`src/rtl/corr_bank_id.sv`:
```
// Early/prompt/late correlator bank for one GPS tracking channel: carrier and code
// wipe-off per tap, saturating integrate-and-dump, and a valid/ready dump register.

module corr_arm #(
    parameter int SAMPLE_W = 8,
    parameter int ACC_W    = 24
) (
    input  logic                       clk,
    input  logic                       rst,
    input  logic                       i_en,
    input  logic                       i_load,
    input  logic                       i_clear,
    input  logic                       i_neg,
    input  logic signed [SAMPLE_W-1:0] i_sample,
    output logic signed [ACC_W-1:0]    o_next,
    output logic                       o_sat
);
    localparam logic signed [SAMPLE_W-1:0] S_MIN = {1'b1, {(SAMPLE_W-1){1'b0}}};
    localparam logic signed [SAMPLE_W-1:0] S_MAX = {1'b0, {(SAMPLE_W-1){1'b1}}};
    localparam logic signed [ACC_W-1:0]    A_MIN = {1'b1, {(ACC_W-1){1'b0}}};
    localparam logic signed [ACC_W-1:0]    A_MAX = {1'b0, {(ACC_W-1){1'b1}}};

    logic signed [ACC_W-1:0]    r_acc;
    logic signed [SAMPLE_W-1:0] w_term;
    logic signed [ACC_W-1:0]    w_term_x;
    logic signed [ACC_W:0]      w_sum;
    logic                       w_ovf;

    // Negating the most negative sample would wrap; pin it to the positive rail instead.
    always_comb begin
        w_term = i_sample;
        if (i_neg) w_term = (i_sample == S_MIN) ? S_MAX : -i_sample;
    end

    assign w_term_x = {{(ACC_W-SAMPLE_W){w_term[SAMPLE_W-1]}}, w_term};
    assign w_sum    = {r_acc[ACC_W-1], r_acc} + {w_term_x[ACC_W-1], w_term_x};
    assign w_ovf    = w_sum[ACC_W] ^ w_sum[ACC_W-1];
    assign o_next   = w_ovf ? (w_sum[ACC_W] ? A_MIN : A_MAX) : w_sum[ACC_W-1:0];
    assign o_sat    = i_en & ~i_load & w_ovf;

    always_ff @(posedge clk or posedge rst) begin
        if (rst) begin
            r_acc <= '0;
        end else if (i_en) begin
            if (i_load)       r_acc <= w_term_x;
            else if (i_clear) r_acc <= '0;
            else              r_acc <= o_next;
        end
    end
endmodule

module corr_bank_id #(
    parameter int SAMPLE_W    = 8,
    parameter int ACC_W       = 24,
    parameter int NUM_TAPS    = 3,
    parameter int TAP_SPACING = 2,
    parameter int CNT_W       = 16
) (
    input  logic                       clk,
    input  logic                       rst,
    input  logic                       sample_valid,
    input  logic signed [SAMPLE_W-1:0] sample_in,
    input  logic                       carr_i_sign,
    input  logic                       carr_q_sign,
    input  logic                       prn_chip,
    input  logic                       epoch_start,
    input  logic [CNT_W-1:0]           int_len,
    input  logic                       dump_ready,
    output logic                       dump_valid,
    output logic [NUM_TAPS*ACC_W-1:0]  dump_i,
    output logic [NUM_TAPS*ACC_W-1:0]  dump_q,
    output logic                       overflow,
    output logic                       dropped
);
    localparam int L = TAP_SPACING*(NUM_TAPS-1)+1;

    logic [L-2:0]                    r_code;
    logic [L-1:0]                    w_chip;
    logic [CNT_W-1:0]                r_cnt;
    logic [CNT_W-1:0]                r_len;
    logic [CNT_W-1:0]                w_len_in;
    logic [CNT_W:0]                  w_cnt_inc;
    logic                            w_done;
    logic [NUM_TAPS-1:0][ACC_W-1:0]  w_next_i, w_next_q;
    logic [NUM_TAPS-1:0]             w_sat_i, w_sat_q;
    logic [NUM_TAPS-1:0][ACC_W-1:0]  r_dump_i, r_dump_q;
    logic                            r_dump_valid;
    logic                            r_overflow;
    logic                            r_dropped;

    // Tap 0 sees the live chip; bit j of w_chip is the chip delayed j samples.
    assign w_chip = {r_code, prn_chip};

    always_ff @(posedge clk or posedge rst) begin
        if (rst)               r_code <= '0;
        else if (sample_valid) r_code <= w_chip[L-2:0];
    end

    assign w_len_in  = (int_len == '0) ? CNT_W'(1) : int_len;
    assign w_cnt_inc = {1'b0, r_cnt} + (CNT_W+1)'(1);
    // ">=" rather than "==" so a period restarted at length 1 still closes.
    assign w_done    = sample_valid & ~epoch_start & (w_cnt_inc >= {1'b0, r_len});

    always_ff @(posedge clk or posedge rst) begin
        if (rst) begin
            r_cnt <= '0;
            r_len <= CNT_W'(1);
        end else if (sample_valid) begin
            if (epoch_start) begin
                r_cnt <= CNT_W'(1);
                r_len <= w_len_in;
            end else if (w_done) begin
                r_cnt <= '0;
            end else begin
                r_cnt <= w_cnt_inc[CNT_W-1:0];
            end
        end
    end

    for (genvar k = 0; k < NUM_TAPS; k++) begin : g_tap
        logic w_code;
        assign w_code = w_chip[k*TAP_SPACING];

        corr_arm #(.SAMPLE_W(SAMPLE_W), .ACC_W(ACC_W)) u_arm_i (
            .clk      (clk),
            .rst      (rst),
            .i_en     (sample_valid),
            .i_load   (epoch_start),
            .i_clear  (w_done),
            .i_neg    (w_code ^ carr_i_sign),
            .i_sample (sample_in),
            .o_next   (w_next_i[k]),
            .o_sat    (w_sat_i[k])
        );

        corr_arm #(.SAMPLE_W(SAMPLE_W), .ACC_W(ACC_W)) u_arm_q (
            .clk      (clk),
            .rst      (rst),
            .i_en     (sample_valid),
            .i_load   (epoch_start),
            .i_clear  (w_done),
            .i_neg    (w_code ^ carr_q_sign),
            .i_sample (sample_in),
            .o_next   (w_next_q[k]),
            .o_sat    (w_sat_q[k])
        );
    end

    always_ff @(posedge clk or posedge rst) begin
        if (rst) begin
            r_dump_i     <= '0;
            r_dump_q     <= '0;
            r_dump_valid <= 1'b0;
            r_overflow   <= 1'b0;
            r_dropped    <= 1'b0;
        end else begin
            r_dropped <= 1'b0;
            if (|{w_sat_i, w_sat_q}) r_overflow <= 1'b1;
            if (w_done && (!r_dump_valid || dump_ready)) begin
                r_dump_i     <= w_next_i;
                r_dump_q     <= w_next_q;
                r_dump_valid <= 1'b1;
            end else if (w_done) begin
                r_dropped <= 1'b1;
            end else if (r_dump_valid && dump_ready) begin
                r_dump_valid <= 1'b0;
            end
        end
    end

    assign dump_valid = r_dump_valid;
    assign dump_i     = r_dump_i;
    assign dump_q     = r_dump_q;
    assign overflow   = r_overflow;
    assign dropped    = r_dropped;
endmodule

```
`config.mk`:
```
export PLATFORM = sky130hd
export DESIGN_NAME = corr_bank_id
export DESIGN_NICKNAME = d
export VERILOG_FILES = /design/src/rtl/corr_bank_id.sv
export SDC_FILE = /design/constraint.sdc
export NUM_CORES = 1
export LEC_CHECK = 0
export ABC_CLOCK_PERIOD_IN_PS = 10400
export CORE_MARGIN = 2
export CORE_UTILIZATION = 37
export DETAILED_ROUTE_END_ITERATION = 6
export GPL_TIMING_DRIVEN = 0
export HOLD_SLACK_MARGIN = 0.1
export PLACE_DENSITY_LB_ADDON = 0.12
export SLEW_MARGIN = 5
export SYNTH_ARGS = -nofsm -noshare
export SYNTH_HDL_FRONTEND = slang
export SYNTH_SLANG_ARGS = --single-unit
```
`constraint.sdc`:
```
create_clock -name clk -period 10.4 [get_ports clk]
set_input_delay 2.08 -clock clk [delete_from_list [all_inputs] [get_ports clk]]
set_output_delay 2.08 -clock clk [all_outputs]
set_load 0.02 [all_outputs]
```
; ---- Word level (Yosys, flattened, before mapping)
; Cells that the tools add are included.
[word_totals]
output_inout_bits = 147
latch_bits = 0
in_bits = 32
ff_bits = 327
memories = 0
ram_bits = 0
rom_bits = 0
elab_cells = 98
[classes]
n_eq_ne = 2
shifts = 0
reduce_logical = 9
n_bitwise = 21
n_addsub = 8
muxes = 39
n_lt_le_gt_ge = 1
n_div = 0
mul = 0
[ops]
columns = op, n
row1 = 2-to-1 mux 24 bit, 24
row2 = adder 24 x 8 -> 25 bit, 6
row3 = 2-to-1 mux 8 bit, 7
row4 = 2-to-1 mux 16 bit, 3
row5 = "adder 16 x 1 -> 17 bit, second input constant", 1
row6 = greater-or-equal comparator 17 x 16 -> 1 bit, 1
row7 = zero test 16 bit, 1
row8 = bitwise XOR 1 bit, 12
row9 = bitwise AND 1 bit, 8
row10 = "equality test 8 bit, second input constant", 1
row11 = negation 8 bit, 1
row12 = OR reduction 6 bit, 1
row13 = 2-to-1 mux 1 bit, 5
row14 = AND reduction 2 bit, 2
row15 = logical AND 1 bit, 2
row16 = "inequality test 2 x 1 -> 1 bit, second input constant", 1
row17 = nonzero test 2 bit, 1
row18 = zero test 1 bit, 1
row19 = logical OR 1 bit, 1
row20 = NOT 1 bit, 1

; ---- Logic depth before layout (Yosys ltp)
; Gate-level depths: netlist of run 1.
[depth]
word_depth = 8
mapped_depth = 22
mapped_depth_nobuf = 19

; ---- Hierarchy
; Synthesis of run 1 repeated with hierarchy kept, for this count alone.
[unflattened]
hier_cells = 2798
hier_area_um2 = 24696.2
[modules_own_cells]
columns = module, cells_each, area_per_inst_um2, n_inst, seq_area_each_um2
row1 = corr_arm at g_tap[0].u_arm_q ..., 386, 2899.0, 3, 600.6
row2 = corr_bank_id, 529, 7664.9, 1, 4580.6
row3 = corr_arm at g_tap[0].u_arm_i, 372, 2864.0, 1, 600.6
row4 = corr_arm at g_tap[2].u_arm_i, 370, 2751.4, 1, 600.6
row5 = corr_arm at g_tap[2].u_arm_q, 369, 2718.9, 1, 600.6

; ---- Worst setup path after synthesis of run 1
; OpenSTA, ideal clock, no wires.
[synth_path]
path_type = input to register
from = input port sample_in[3]
to = register g_tap[1].u_arm_i.r_acc[6]
path_buffers = 1
path_stages = 17
setup_ps = 137
path_slack_ps = 3471
arrival_ps = 6792
required_ps = 10263
cell_sequence = clkbuf_1 > or4_1 > nor4_1 > nand3_1 > o21a_1 > a21oi_1 > ha_1 > and3_1 > and4_4 > and3_1 > a222oi_1 > a211oi_2 > o31ai_4 > nand4_4 > a21o_1 > a22oi_1 > a21oi_1
[synth_between]
elab_chain_len = 8
word_cells_on_any_way = 10
classes_between = add/sub (2) / eq/ne (1) / mux (6) / bitwise (1)
[synth_rtl]
columns = element, line
row1 = "start, declared", 62  ; input logic signed [SAMPLE_W-1:0] sample_in,
row2 = negation 8 bit or equality test 8 bit (tied branches), 32  ; if (i_neg) w_term = (i_sample == S_MIN) ? S_MAX : -i_sample;
row3 = 2-to-1 mux 8 bit, 32
row4 = 2-to-1 mux 8 bit *, 32
row5 = adder 24 x 8 -> 25 bit, 36  ; assign w_sum = {r_acc[ACC_W-1], r_acc} + {w_term_x[ACC_W-1], w_term_x};
row6 = 2-to-1 mux 24 bit or bitwise XOR 1 bit (tied branches), "38, 37"
row7 = 2-to-1 mux 24 bit, 38  ; assign o_next = w_ovf ? (w_sum[ACC_W] ? A_MIN : A_MAX) : w_sum[ACC_W-1:0];
row8 = 2-to-1 mux 24 bit, 46  ; else if (i_clear) r_acc <= '0;
row9 = 2-to-1 mux 24 bit *, 45  ; if (i_load) r_acc <= w_term_x;
row10 = "end signal, assigned", 45
row11 = "end signal, assigned", 47  ; else r_acc <= o_next;
row12 = "end, declared", 23  ; logic signed [ACC_W-1:0] r_acc;
; Mark *: on every way between the ends. The rest lies on a longest branch, timed or not.
; A chain may end at the register's enable or synchronous reset.

; ---- Worst setup path in the final report of run 1
[layout_path]
from = input port sample_in[0]
to = register r_dump_q (netlist bit dump_q[0])
[layout_between]
elab_chain_len = 6
word_cells_on_any_way = 8
classes_between = add/sub (2) / eq/ne (1) / mux (4) / bitwise (1)
[layout_rtl]
columns = element, line
row1 = negation 8 bit or equality test 8 bit (tied branches), 32
row2 = 2-to-1 mux 8 bit, 32
row3 = 2-to-1 mux 8 bit *, 32
row4 = adder 24 x 8 -> 25 bit *, 36
row5 = 2-to-1 mux 24 bit or bitwise XOR 1 bit (tied branches), "38, 37"
row6 = 2-to-1 mux 24 bit *, 38
row7 = "end signal, assigned", 161  ; r_dump_q <= w_next_q;
row8 = "end, declared", 86  ; logic [NUM_TAPS-1:0][ACC_W-1:0] r_dump_i, r_dump_q;
; Marks and branches as above.

==> results.json, run 1 <==
{
  "worstPathBufferInverterCount": 4,
  "finalSetupViolCount": 0,
  "avgRoutedWirePerCell_um": 21.26,
  "initial_utilization_pct": 37.18,
  "die-area_um2": 60920,
  "cts_tree": "done",
  "most_used_cells_in_the_layout_excluding_fill_and_tap_cells": "326 x dfrtp_1, 299 x nand2_1, 286 x o21ai_0, 264 x nor2_1, 250 x a21oi_1",
  "largest_cells_by_area_after_synthesis": "dfrtp_1 37%, ha_1 9.3%, o21ai_0 6.6%, a21oi_1 5.9%, nand2_1 5.1%",
  "path_delay_family": "simple AND/OR/NAND/NOR gates",
  "critPathLaunchType": "input port",
  "overflow": 0,
  "cell_count_post_placement": 3500,
  "clkSlewWorstSetupHoldPaths_ps": 60,
  "run_status": "completed",
  "end_kind": "flop",
  "grt_antenna_before_repair": 3,
  "syn_inst": 2541,
  "finalCritPeriodShare_pct": 79.86,
  "drt-initial-drc-count": 1472,
  "post_synth.cell_area_avg_um2": 8.586,
  "worst-endpoint-arrival_ps": 8720,
  "finalWeightedCongestion": 0.9238,
  "worst_ir_drop_vdd_uv": 131.5,
  "cts-hold-fix-buffers": 0,
  "clock-sinks": 327,
  "route.detailed.drc": 0,
  "number_of_maximum_capacitance_violations": 0,
  "ant_nets": 0,
  "grt_pass1_vias": 19780,
  "total_leakage_power_nw": 11.33,
  "dpl_cell_area_um2": 24790,
  "post_cts.repair.setup_buffers": 0,
  "nets_final": 2970,
  "critPathSlowestCell": "xnor2_1",
  "drive_above_1_share_pct": 5.926,
  "yosysSeqAreaShare_pct": 37.51,
  "crit_type": "input port to flop",
  "final_cell_count_no_fill": 3574,
  "timing.final.ws_setup_ps": 2095,
  "num_io_pins": 179,
  "htree_levels": 2,
  "post_cts_resized": 0,
  "tightestPinTransition_ps": 1300,
  "die_h_um": 246.8,
  "num_vias": 20140,
  "dp_worst_setup_slack_ps": 1621,
  "crit_path_cell_trace": "clkdlybuf4s50_1 > inv_1 > ha_1 > clkbuf_1 > nand3b_1 > nor2_1 > nor2_1 > a21oi_1 > ha_1 > a21o_1 > nand4_1 > nand3_1 > and3b_1 > o31ai_1 > a21oi_1 > xnor2_1 > nand2_1 > clkbuf_1 > o21ai_0 > o21ai_0",
  "core.rowCount": 89,
  "synth_enable_flop_cells": 0,
  "fin_worst_hold_slack_ps": 475.6,
  "viasPerCell": 5.634,
  "place_hpwl_um": 56290,
  "fin_crit_ps": 8305,
  "cts.path.max_buffers": 3,
  "die_width_um": 246.8,
  "final_hold_viol_count": 0,
  "r2r_slack_ps": 4710,
  "detail_route.first_pass.iterations": 5,
  "synth_fp_nets": 2741,
  "ys_types": 90,
  "synth-async-reset-ratio_pct": 100.0,
  "final_design_area_no_fill_um2": 26250,
  "synthDominantCellAreaShare_pct": 37.39,
  "synth_top_flop_cell": "dfrtp_1",
  "worst_hold_path_type": "flop to flop",
  "slew-limit-headroom_pct": 13.34,
  "cts.root.buffer_cell": "clkbuf_16",
  "grt_start_max_net_pins": 40,
  "clk-insertion-delay-late_ps": 580,
  "required_ps": 10820,
  "power-per-cell-area_nw_per_um2": 351.6,
  "ys_seq_elements": 327,
  "finClkSkew_ps": 16.10,
  "synth.largest_area_cell": "dfrtp_1",
  "n_antenna_cell": 0,
  "mappedNetlistArea_um2": 21820,
  "wire_length_of_the_first_global_routing_pass_um": 116600,
  "cts_bufs_inserted": 41,
  "rsz0062_at_grt": "no",
  "io_buffers": 171,
  "fin_tns_setup_ps": 0,
  "timing_max_transition_violations_final": 0,
  "drt-total-wl_um": 75970,
  "commonest_non_fill_non_tap_cell_in_the_layout": "dfrtp_1",
  "grt_util_all_layers_pct": 24.79,
  "crit_path_max_fanout": 10,
  "cp_slowest_stage_delay_ps": 750,
  "fmax_mhz": 120.4,
  "area_growth_pct": 20.32,
  "core_area_um2": 58690,
  "ys.warnings.count": 0
}
## final cells by class
class | count | area (um^2)
plain buffers | 114 | 481.7
clock buffers | 58 | 1202
clock inverters | 16 | 264.0
fillers | 5769 | 32430
inverters | 56 | 214.0
multi-input cells | 2044 | 12960
flip-flops and latches | 327 | 8184
well taps | 773 | 967.2
repair buffers | 186 | 1974
## worst reg2reg max path, delay by kind of cell (launching register included)
kind | cells | cell delay [ps]
AOI/OAI and AO/OA | 7 | 2900
adders and majority gates | 1 | 290
DFF | 1 | 320
and+or+nand+nor | 4 | 690
xor gates and xnor gates | 1 | 590
buffers and inverters | 3 | 750
## routing by layer
| layer | vias to the layer above | share of wire (%) | global-route usage, % |
|---|---|---|---|
| met2 | 568 | 45 | 39.67 |
| met5 | - | 0.030 | 0 |
| met3 | 131 | 5.7 | 4.005 |
| met1 | 9845 | 46 | 34.30 |
| met4 | 4 | 3.2 | 7.654 |
| li1 | 9589 | - | - |
## cells in the mapped netlist, types with 21 or more instances
library cell / n
inv_1: 54
nor2_1: 264
nor2b_1: 22
a21o_1: 80
nand3_1: 45
a22o_1: 23
o21a_1: 43
clkbuf_1: 81
xnor2_1: 89
maj3_1: 21
xor2_1: 56
nand2b_1: 25
nand2_1: 299
buf_2: 28
ha_1: 162
a211oi_1: 21
a31oi_1: 27
o21ai_0: 286
o211ai_1: 24
a21oi_1: 256
o22a_1: 29
dfrtp_1: 326
nor3_1: 25
## state kept, by name (all words and copies together), names as in the netlist, 4 cells and up
name and count:
g_tap.u_arm_q.r_acc 72, dump_q 72, dump_i 72, g_tap.u_arm_i.r_acc 72, r_len 16, r_cnt 16
r_code 4
## stage by stage
step	util [%]	total power [W]
finish	44.73	0.009229
global route	44.73	0.009936
floorplan	-	0.005960
global placement	41.75	0.007519
CTS	44.73	0.009218
detailed placement	42.23	0.007596
## cell families after synthesis
| group | synth area share, % |
|---|---|
| fa+ha+maj | 10.80 |
| buf+inv | 3.171 |
| mux | 0.4990 |
| simple gates | 15.94 |
| xor+xnor | 5.970 |
| compound gates | 26.11 |
| flops | 37.51 |
## where the power goes
| part | total (W) | leakage [nW] | internal [W] | switching, W |
|---|---|---|---|---|
| Sequential | 0.00188 | 4.12 | 0.00164 | 0.000237 |
| Clock | 0.00157 | 0.717 | 0.000978 | 0.000594 |
| Combinational | 0.00578 | 6.50 | 0.00223 | 0.00355 |
## worst paths after layout
path / start / to / cells after the start
hold reg to reg: dump_i[21] / dump_i[21] / 2
hold / removal: dump_i[21] / dump_i[21] / 2
setup / recovery: sample_in[0] / dump_q[0] / 20
min in group asynchronous: rst / dump_i[18] / 2
setup reg to reg: r_code[1] / dump_i[24] / 16
max in group asynchronous: rst / dump_q[64] / 5
Power figures use the tool's default switching activity.
==> run 2, diff against run 1 <==
ABC_CLOCK_PERIOD_IN_PS = 7000   (was 10400)
clock period = 7 ns   (was 10.4 ns; I/O delays follow)
==> results.json, run 2 (synthesis gave the netlist of run 1 again) <==
{
  "total_leakage_power_nw": 11.37,
  "grt_util_all_layers_pct": 24.77,
  "worst-endpoint-arrival_ps": 7090,
  "slew-limit-headroom_pct": 14.19,
  "most_used_cells_in_the_layout_excluding_fill_and_tap_cells": "326 x dfrtp_1, 298 x nand2_1, 284 x o21ai_0, 263 x nor2_1, 250 x a21oi_1",
  "tightestPinTransition_ps": 1287,
  "grt_antenna_before_repair": 3,
  "worst_hold_path_type": "flop to flop",
  "grt_use_met2_pct": 39.69,
  "drt-initial-drc-count": 1495,
  "required_ps": 7420,
  "rsz0062_at_grt": "no",
  "htree_levels": 2,
  "critPathLaunch": "sample_in[0]",
  "cts_tree": "done",
  "fmax_mhz": 150.1,
  "critPathLaunchType": "input port",
  "nets_final": 2973,
  "critPathSlowestCell": "clkdlybuf4s50_1",
  "final_hold_viol_count": 0,
  "detail_route.first_pass.iterations": 5,
  "fin_tns_setup_ps": 0,
  "finalSetupViolCount": 0,
  "hold_start": "dump_i[21]",
  "n_antenna_cell": 0,
  "clk-insertion-delay-late_ps": 580,
  "grt_start_max_net_pins": 40,
  "initial_utilization_pct": 37.18,
  "drive_above_1_share_pct": 6.348,
  "end_kind": "flop",
  "wire_length_of_the_first_global_routing_pass_um": 116500,
  "crit_type": "input port to flop",
  "number_of_maximum_capacitance_violations": 0,
  "met3_global_route_usage_pct": 4.026,
  "viasPerCell": 5.635,
  "fin_worst_hold_slack_ps": 475.7,
  "finClkSkew_ps": 16.02,
  "num_io_pins": 179,
  "final_cell_count_no_fill": 3577,
  "core.rowCount": 89,
  "finalCritPeriodShare_pct": 95.20,
  "global_route.usage.met1_pct": 34.19,
  "ant_nets": 0,
  "r2r_slack_ps": 1790,
  "route.detailed.drc": 0,
  "die_width_um": 246.8,
  "cell_count_post_placement": 3500,
  "crit_path_cell_trace": "clkdlybuf4s50_1 > inv_1 > ha_2 > nand3b_1 > nor2_4 > nor2_1 > a21oi_1 > fa_1 > a21oi_1 > nand4b_1 > nand3_1 > a21oi_1 > o21a_1 > o21ai_1 > and3_1 > clkbuf_2 > o21ai_0 > o21ai_0",
  "cts_bufs_inserted": 41,
  "cts.root.buffer_cell": "clkbuf_16",
  "place_hpwl_um": 56290,
  "run_status": "completed",
  "worst_ir_drop_vdd_uv": 199.7,
  "timing_max_transition_violations_final": 0,
  "cts-hold-fix-buffers": 0,
  "finalWeightedCongestion": 0.9238,
  "launching_point_of_the_worst_reg2reg_path": "r_cnt[2]",
  "area_growth_pct": 20.63,
  "die_h_um": 246.8,
  "clock-sinks": 327,
  "cts.path.max_buffers": 3,
  "critPathMostFrequentCell": "a21oi_1",
  "commonest_non_fill_non_tap_cell_in_the_layout": "dfrtp_1",
  "avgRoutedWirePerCell_um": 21.19,
  "io_buffers": 171,
  "core_area_um2": 58690,
  "crit_path_max_fanout": 10,
  "grt_pass1_vias": 19810,
  "power-per-cell-area_nw_per_um2": 521.9,
  "drt-total-wl_um": 75800,
  "grt-busiest-layer": "met2",
  "cp_slowest_stage_delay_ps": 620,
  "die-area_um2": 60920,
  "num_vias": 20160,
  "overflow": 0,
  "clkSlewWorstSetupHoldPaths_ps": 60,
  "fin_crit_ps": 6664
}
==> run 2: metrics by stage <==
| stage | total power [W] | utilization, % | area [um^2] | worst slack, ps |
|---|---|---|---|---|
| finish | 0.01374 | 44.85 | 26320 | 335.9 |
| global route | 0.01480 | 44.85 | 26320 | 8.314 |
| CTS | 0.01371 | 44.78 | 26280 | 12.58 |
| detailed placement | 0.01129 | 42.23 | 24790 | -1099 |
| global placement | 0.01117 | 41.75 | 24500 | -1663 |
| floorplan | 0.008856 | - | 21820 | 751.0 |
==> run 2: report_power, final <==
| group | switching (W) | leakage (nW) | internal, W |
|---|---|---|---|
| Sequential | 0.000352 | 4.12 | 0.00243 |
| Combinational | 0.00527 | 6.53 | 0.00334 |
| Clock | 0.000884 | 0.717 | 0.00145 |
==> run 2: worst max-delay path: cells and delay by family <==
| family | cells | cell delay [ps] |
|---|---|---|
| compound gates | 7 | 2190 |
| simple gates | 6 | 1570 |
| buf+inv | 3 | 1100 |
| fa+ha+maj | 2 | 840 |
==> run 2: metal layers <==
layer  routed length [um]  part of all wire, %  vias up
met5                   23                0.030        -
met4                 2342                  3.1        4
met3                 4481                  5.9      126
met2                33910                   45      576
met1                35040                   46     9844
li1                     -                    -     9607
==> run 2: repair_timing <==
action                     4_1_cts  5_1_grt
gates resized for setup          4        7
setup endpoints to repair      118      243
gates cloned                     0        0
pin swaps                        1        2
buffers inserted                 3        3
==> run 2: area by class of cell <==
type | count | area, um^2
Buffer | 111 | 471.7
Clock buffer | 58 | 1202
Inverter | 56 | 214.0
Multi-Input combinational cell | 2044 | 13000
Tap cell | 773 | 967.2
Fill cell | 5764 | 32370
Timing Repair Buffer | 192 | 2019
Clock inverter | 16 | 264.0
Sequential cell | 327 | 8184
==> run 2: worst paths after layout <==
path                              end  cells after the start
setup / recovery            dump_i[4]                     18
hold / removal             dump_i[21]                      2
setup reg to reg           dump_q[68]                     16
hold reg to reg            dump_i[21]                      2
min in group asynchronous  dump_i[18]                      2
max in group asynchronous  dump_q[64]                      5
